`src/rtl/ex_stage.sv`:
```
// ex_stage: ID/EX pipeline register, ALU, branch/jump target formation and optional multiplier.
// Build option EX_MULDIV_EN: adds the iterative shift-add multiplier with its stall handshake.
//
// state | meaning (multiplier FSM, EX_MULDIV_EN only)
// IDLE  | no multiply in flight; a MUL in execute starts one and raises stall
// MUL   | one shift-add step per cycle, down-counter runs 31..0, stall held
// DONE  | product on ALUOut_out, stall released, next instruction loads on exit
module ex_stage (
   input  logic        CLK,
   input  logic        RESET,
   input  logic        flush,
   input  logic        RegWriteD,
   input  logic        MemtoRegD,
   input  logic        MemWriteD,
   input  logic        BranchD,
   input  logic        JumpD,
   input  logic        ALUSrcD,
   input  logic [5:0]  ALUopD,
   input  logic [31:0] RegData1_in,
   input  logic [31:0] RegData2_in,
   input  logic [31:0] SignImm_in,
   input  logic [4:0]  shamt_in,
   input  logic [31:0] PCPlus4_in,
   input  logic [4:0]  wb_addr_in,
   output logic        RegWriteE,
   output logic        MemtoRegE,
   output logic        MemWriteE,
   output logic        BranchE,
   output logic        JumpE,
   output logic [5:0]  ALUopE,
   output logic [31:0] ALUOut_out,
   output logic [31:0] WriteData_out,
   output logic [31:0] PCBranch_out,
   output logic [31:0] PCPlus4_out,
   output logic [4:0]  wb_addr_out,
   output logic        stall
);
   localparam logic [5:0] OP_ADD = 6'h01, OP_SUB = 6'h02, OP_AND = 6'h03, OP_OR  = 6'h04;
   localparam logic [5:0] OP_XOR = 6'h05, OP_NOR = 6'h06, OP_SLT = 6'h07, OP_SLL = 6'h08;
   localparam logic [5:0] OP_SRL = 6'h09, OP_SRA = 6'h0A, OP_BEQ = 6'h0B, OP_BNE = 6'h0C;
   localparam logic [5:0] OP_J   = 6'h0D, OP_JR  = 6'h0E, OP_JAL = 6'h0F, OP_MUL = 6'h10;

   logic        reg_write_e, mem_to_reg_e, mem_write_e, branch_e, jump_e, alu_src_e;
   logic [5:0]  alu_op_e;
   logic [31:0] rd1_e, rd2_e, imm_e, pc4_e;
   logic [4:0]  shamt_e, wb_addr_e;
   logic [31:0] src_b, alu_out, mul_result;
   logic        mul_done;

   // Flush wins over stall so a squashed multiply cannot be held in execute.
   always_ff @(posedge CLK) begin
      if (RESET || flush) begin
         reg_write_e  <= 1'b0;
         mem_to_reg_e <= 1'b0;
         mem_write_e  <= 1'b0;
         branch_e     <= 1'b0;
         jump_e       <= 1'b0;
         alu_src_e    <= 1'b0;
         alu_op_e     <= '0;
         rd1_e        <= '0;
         rd2_e        <= '0;
         imm_e        <= '0;
         shamt_e      <= '0;
         pc4_e        <= '0;
         wb_addr_e    <= '0;
      end else if (!stall) begin
         reg_write_e  <= RegWriteD;
         mem_to_reg_e <= MemtoRegD;
         mem_write_e  <= MemWriteD;
         branch_e     <= BranchD;
         jump_e       <= JumpD;
         alu_src_e    <= ALUSrcD;
         alu_op_e     <= ALUopD;
         rd1_e        <= RegData1_in;
         rd2_e        <= RegData2_in;
         imm_e        <= SignImm_in;
         shamt_e      <= shamt_in;
         pc4_e        <= PCPlus4_in;
         wb_addr_e    <= wb_addr_in;
      end
   end

`ifdef EX_MULDIV_EN
   typedef enum logic [1:0] {ST_IDLE, ST_MUL, ST_DONE} mul_state_t;

   mul_state_t  state, state_nxt;
   logic [4:0]  cnt;
   logic [31:0] mcand, mplier, acc;

   always_ff @(posedge CLK) begin
      if (RESET) begin
         state  <= ST_IDLE;
         cnt    <= '0;
         mcand  <= '0;
         mplier <= '0;
         acc    <= '0;
      end else begin
         state <= state_nxt;
         if (state == ST_IDLE && state_nxt == ST_MUL) begin
            mcand  <= rd1_e;
            mplier <= rd2_e;
            acc    <= '0;
            cnt    <= 5'd31;
         end else if (state == ST_MUL) begin
            if (mplier[0])
               acc <= acc + mcand;
            mcand  <= mcand << 1;
            mplier <= mplier >> 1;
            if (cnt != 5'd0)
               cnt <= cnt - 5'd1;
         end
      end
   end

   always_comb begin
      state_nxt = state;
      stall     = 1'b0;
      case (state)
         ST_IDLE: begin
            if (alu_op_e == OP_MUL) begin
               stall     = 1'b1;
               state_nxt = ST_MUL;
            end
         end
         ST_MUL: begin
            stall = 1'b1;
            if (cnt == 5'd0)
               state_nxt = ST_DONE;
         end
         ST_DONE: state_nxt = ST_IDLE;
         default: state_nxt = ST_IDLE;
      endcase
      if (flush)
         state_nxt = ST_IDLE;
   end

   assign mul_done   = (state == ST_DONE);
   assign mul_result = acc;
`else
   assign stall      = 1'b0;
   assign mul_done   = 1'b0;
   assign mul_result = '0;
`endif

   assign src_b = alu_src_e ? imm_e : rd2_e;

   // Branch compares always use the register pair, never the immediate.
   always_comb begin
      alu_out = '0;
      case (alu_op_e)
         OP_ADD:        alu_out = rd1_e + src_b;
         OP_SUB:        alu_out = rd1_e - src_b;
         OP_AND:        alu_out = rd1_e & src_b;
         OP_OR:         alu_out = rd1_e | src_b;
         OP_XOR:        alu_out = rd1_e ^ src_b;
         OP_NOR:        alu_out = ~(rd1_e | src_b);
         OP_SLT:        alu_out = {31'd0, $signed(rd1_e) < $signed(src_b)};
         OP_SLL:        alu_out = src_b << shamt_e;
         OP_SRL:        alu_out = src_b >> shamt_e;
         OP_SRA:        alu_out = $unsigned($signed(src_b) >>> shamt_e);
         OP_BEQ:        alu_out = {31'd0, rd1_e == rd2_e};
         OP_BNE:        alu_out = {31'd0, rd1_e != rd2_e};
         OP_J, OP_JAL:  alu_out = {pc4_e[31:28], imm_e[25:0], 2'b00};
         OP_JR:         alu_out = rd1_e;
         OP_MUL:        alu_out = mul_done ? mul_result : '0;
         default:       alu_out = '0;
      endcase
   end

   assign ALUOut_out    = alu_out;
   assign PCBranch_out  = pc4_e + {imm_e[29:0], 2'b00};
   assign RegWriteE     = reg_write_e  & ~stall;
   assign MemtoRegE     = mem_to_reg_e & ~stall;
   assign MemWriteE     = mem_write_e  & ~stall;
   assign BranchE       = branch_e     & ~stall;
   assign JumpE         = jump_e       & ~stall;
   assign ALUopE        = alu_op_e;
   assign WriteData_out = rd2_e;
   assign PCPlus4_out   = pc4_e;
   assign wb_addr_out   = wb_addr_e;
endmodule
```
`config.mk`:
```
export PLATFORM = sky130hd
export DESIGN_NAME = ex_stage
export DESIGN_NICKNAME = d
export VERILOG_FILES = /design/src/rtl/ex_stage.sv
export SDC_FILE = /design/constraint.sdc
export NUM_CORES = 1
export LEC_CHECK = 0
export CAP_MARGIN = 20
export CORE_ASPECT_RATIO = 1.4
export CORE_MARGIN = 1
export CORE_UTILIZATION = 30
export CTS_CLUSTER_DIAMETER = 60
export DETAILED_ROUTE_END_ITERATION = 7
export GPL_ROUTABILITY_DRIVEN = 0
export MAX_ROUTING_LAYER = met4
export PLACE_DENSITY_LB_ADDON = 0.08
export SLEW_MARGIN = 30
export SYNTH_ARGS = -nofsm -noshare
export SYNTH_HDL_FRONTEND = slang
export SYNTH_SLANG_ARGS = --single-unit
```
`constraint.sdc`:
```
create_clock -name CLK -period 7.11 [get_ports CLK]
set_clock_uncertainty 0.1 [all_clocks]
set_input_delay 1.422 -clock CLK [delete_from_list [all_inputs] [get_ports CLK]]
set_output_delay 1.422 -clock CLK [all_outputs]
set_load 0.005 [all_outputs]
```
==> results.md <==
- Lkg Pwr: between 8 and 9 nW
- Wire length on met1: 30.4 mm
- Worst hold path class: input port to flip-flop
- Tightest Pin Transition: between 900 and 1000 ps
- Filler Cell Count: around 5.4k
- Dpl hpwl: 60.0 mm
- Total Routing Usage GR: 0.282
- Routed vias/inst: 5.83
- Root buf cell: clkbuf_16
- Post-DP Area: 19,500 um2
- CTS clock-pin slew for the worst setup and hold paths: about 70 ps
- Cell variety after synth: 79
- Tot Pwr: about 2.8 mW
- CP Launch Type: flip-flop
- Ports: 298
- Antenna violations before repair: 0
- Most frequent cells in the layout: 296 x clkdlybuf4s50_1, 176 x nand2_1, 163 x a21oi_1
- Antenna diodes: 0
- First-pass GRT wire length: between 100 and 150 mm
- Slew HR: 0.328
- Worst Path Max Fanout: 19
- Most common cell after layout, fill and taps aside: clkdlybuf4s50_1
- TritonCTS Sinks: 150
- Ys flop type: dfxtp_1
- Synthesized area: 15,800 um2
- Starting Density: 0.304
- PD cells: around 140 nW/um2
- Fin nets: ~2.5k
- # rows: 99
- Period utilization: 0.966
- Layout cells sized above 1: 0.0961
- Die height: 274 um
- First DRT Iteration DRCs: roughly 1.8k
- Max-slew violations: 0
- Finished Cell Area: a little over 20,000 um2
- Cell count after synthesis: 1,984
- Worst vdd ir: ~0.18 mV
- Setup violators final: 0
- Routed Antenna Nets: 0
- Hold_buf cts: 0
- Status: finished, final reports clean
- Setup_tns: 0 ps
- Synthesis warning total: 0
- Worst path required time: 5590 ps
- Area growth syn-to-layout: 27.4%
- Fmax: roughly 150 MHz
- Synthesized area per cell: ~8.0 um2
- Met3 wire len: 5.30 mm
- Htree depth: 4
- Port bufs: just under 300
- Met2 routed WL: between 30 and 40 mm
- Synth async-reset ratio: 0
- Die Wd: slightly below 200 um
- Kind of critical path: flip-flop to output pin
- RSZ-0062 raised after global routing: no
- Num CTS Buffers: 17
- Final hold violations: 0
- WP data arrival: about 5400 ps
- Core box area: 52,000 um2
- DRC Markers: 0
- Final wirelength: 74.8 mm
- DR pass1 iterations: 8
- Post-synthesis sequential area ratio: 0.190
- Post-CTS resize count: 0
- Flops & latches, synth: 150
- EDFF count, synth: 0
- Largest net degree at the start of global routing: 67
- CTS max path bufs: 2
- Mapped Nets: between 2k and 2.5k
- Crit. End Element: output pin
- Highest Signal Layer: met4
- Die area: 53,600 um2
- CTS tree: done
- Vias: approximately 17k
- Overflow left after global routing: 0
- Number of global-route vias before repair: 16.4k
- Post-CTS Setup Bufs: 0
- WL/cell: 25.8 um
- Util after Layout: 0.387
- Tmin final: slightly below 7000 ps
- Max-cap violations: 0
[power breakdown]
group,leakage (nW),internal [mW],switching [mW]
sequential,1.23,0.874,0.0636
clock,0.275,0.523,0.430
combinational,6.65,0.419,0.484
[registers in the layout (all words and copies together) (netlist names), 5 cells and up]
signal / count
imm_e: 32
ALUopE: 6
PCPlus4_out: 32
wb_addr_out: 5
shamt_e: 5
WriteData_out: 32
rd1_e: 32
[synth_stat cells, types with 16 or more instances]
cell	count	area, um2
a211oi_1	21	158
a21o_1	30	225
a21oi_1	164	821
a221oi_1	26	228
a222oi_1	31	310
a31oi_1	16	100
and2_1	156	976
buf_2	24	120
clkbuf_1	83	312
dfxtp_1	150	3000
ha_1	129	1610
inv_1	108	405
mux2_2	20	225
mux2i_1	88	881
mux4_2	60	1350
nand2_1	176	661
nand3_1	21	105
nand4_1	24	150
nor2_1	164	616
nor2b_1	16	100
nor3_1	17	85.1
o211ai_1	35	263
o21ai_0	118	591
xnor2_1	23	201
xor2_1	35	307
[metal layers]
metal,vias up,global-route usage
li1,7756,-
met1,8166,0.339
met2,851,0.444
met3,159,0.0483
met4,0,0.164
met5,-,-
[critical path, stage by stage (launching register included)]
cell and delay [ps]:
dfxtp_4 570, buf_4 320, mux2i_1 370, ha_1 410
or3_1 440, a211oi_1 370, o21ai_1 260, a2111oi_4 510
o21ai_1 220, nor3_1 180, nor2_1 90, o311ai_1 240
buf_4 190, o311ai_0 160, clkdlybuf4s50_1 500
[kinds of logic (layout without fill, tap and decap cells)]
kind of cell             Yosys count  in the layout  share of synthesized area
XOR/XNOR                          58             58                     0.0321
other                              1              1                   0.000237
AND/OR/NAND/NOR                  633            633                      0.195
multiplexers                     169            169                      0.156
adder cells (fa/ha/maj)          132            132                      0.106
flip-flops                       150            150                      0.190
buffers and inverters            248            512                     0.0676
AO/OA/AOI/OAI                    593            593                      0.252
[layout make-up]
type,count,area [um2],area share
timing repair buffer,369,3510,0.175
tap,656,821,0.0408
clock inverter,12,145,0.00721
sequential,150,3010,0.150
multi-input combinational,1586,11800,0.585
inverter,111,417,0.0207
clock buffer,20,437,0.0217
[metrics by stage]
stage	cells	hold WS (ps)	setup slack [ps]
2_1_floorplan	1984	1440	1310
3_3_place_gp	2871	1890	759
3_5_place_dp	2871	1890	679
4_1_cts	2903	1380	156
5_1_grt	2904	1390	39.5
6_report	2904	1400	241
[final timing paths]
check / from / endpoint / depth (start not counted)
min: RegData1_in[20] / rd1_e[20] / 2
max: alu_src_e / ALUOut_out[0] / 14
No activity file was read; power rests on OpenSTA's default activity.
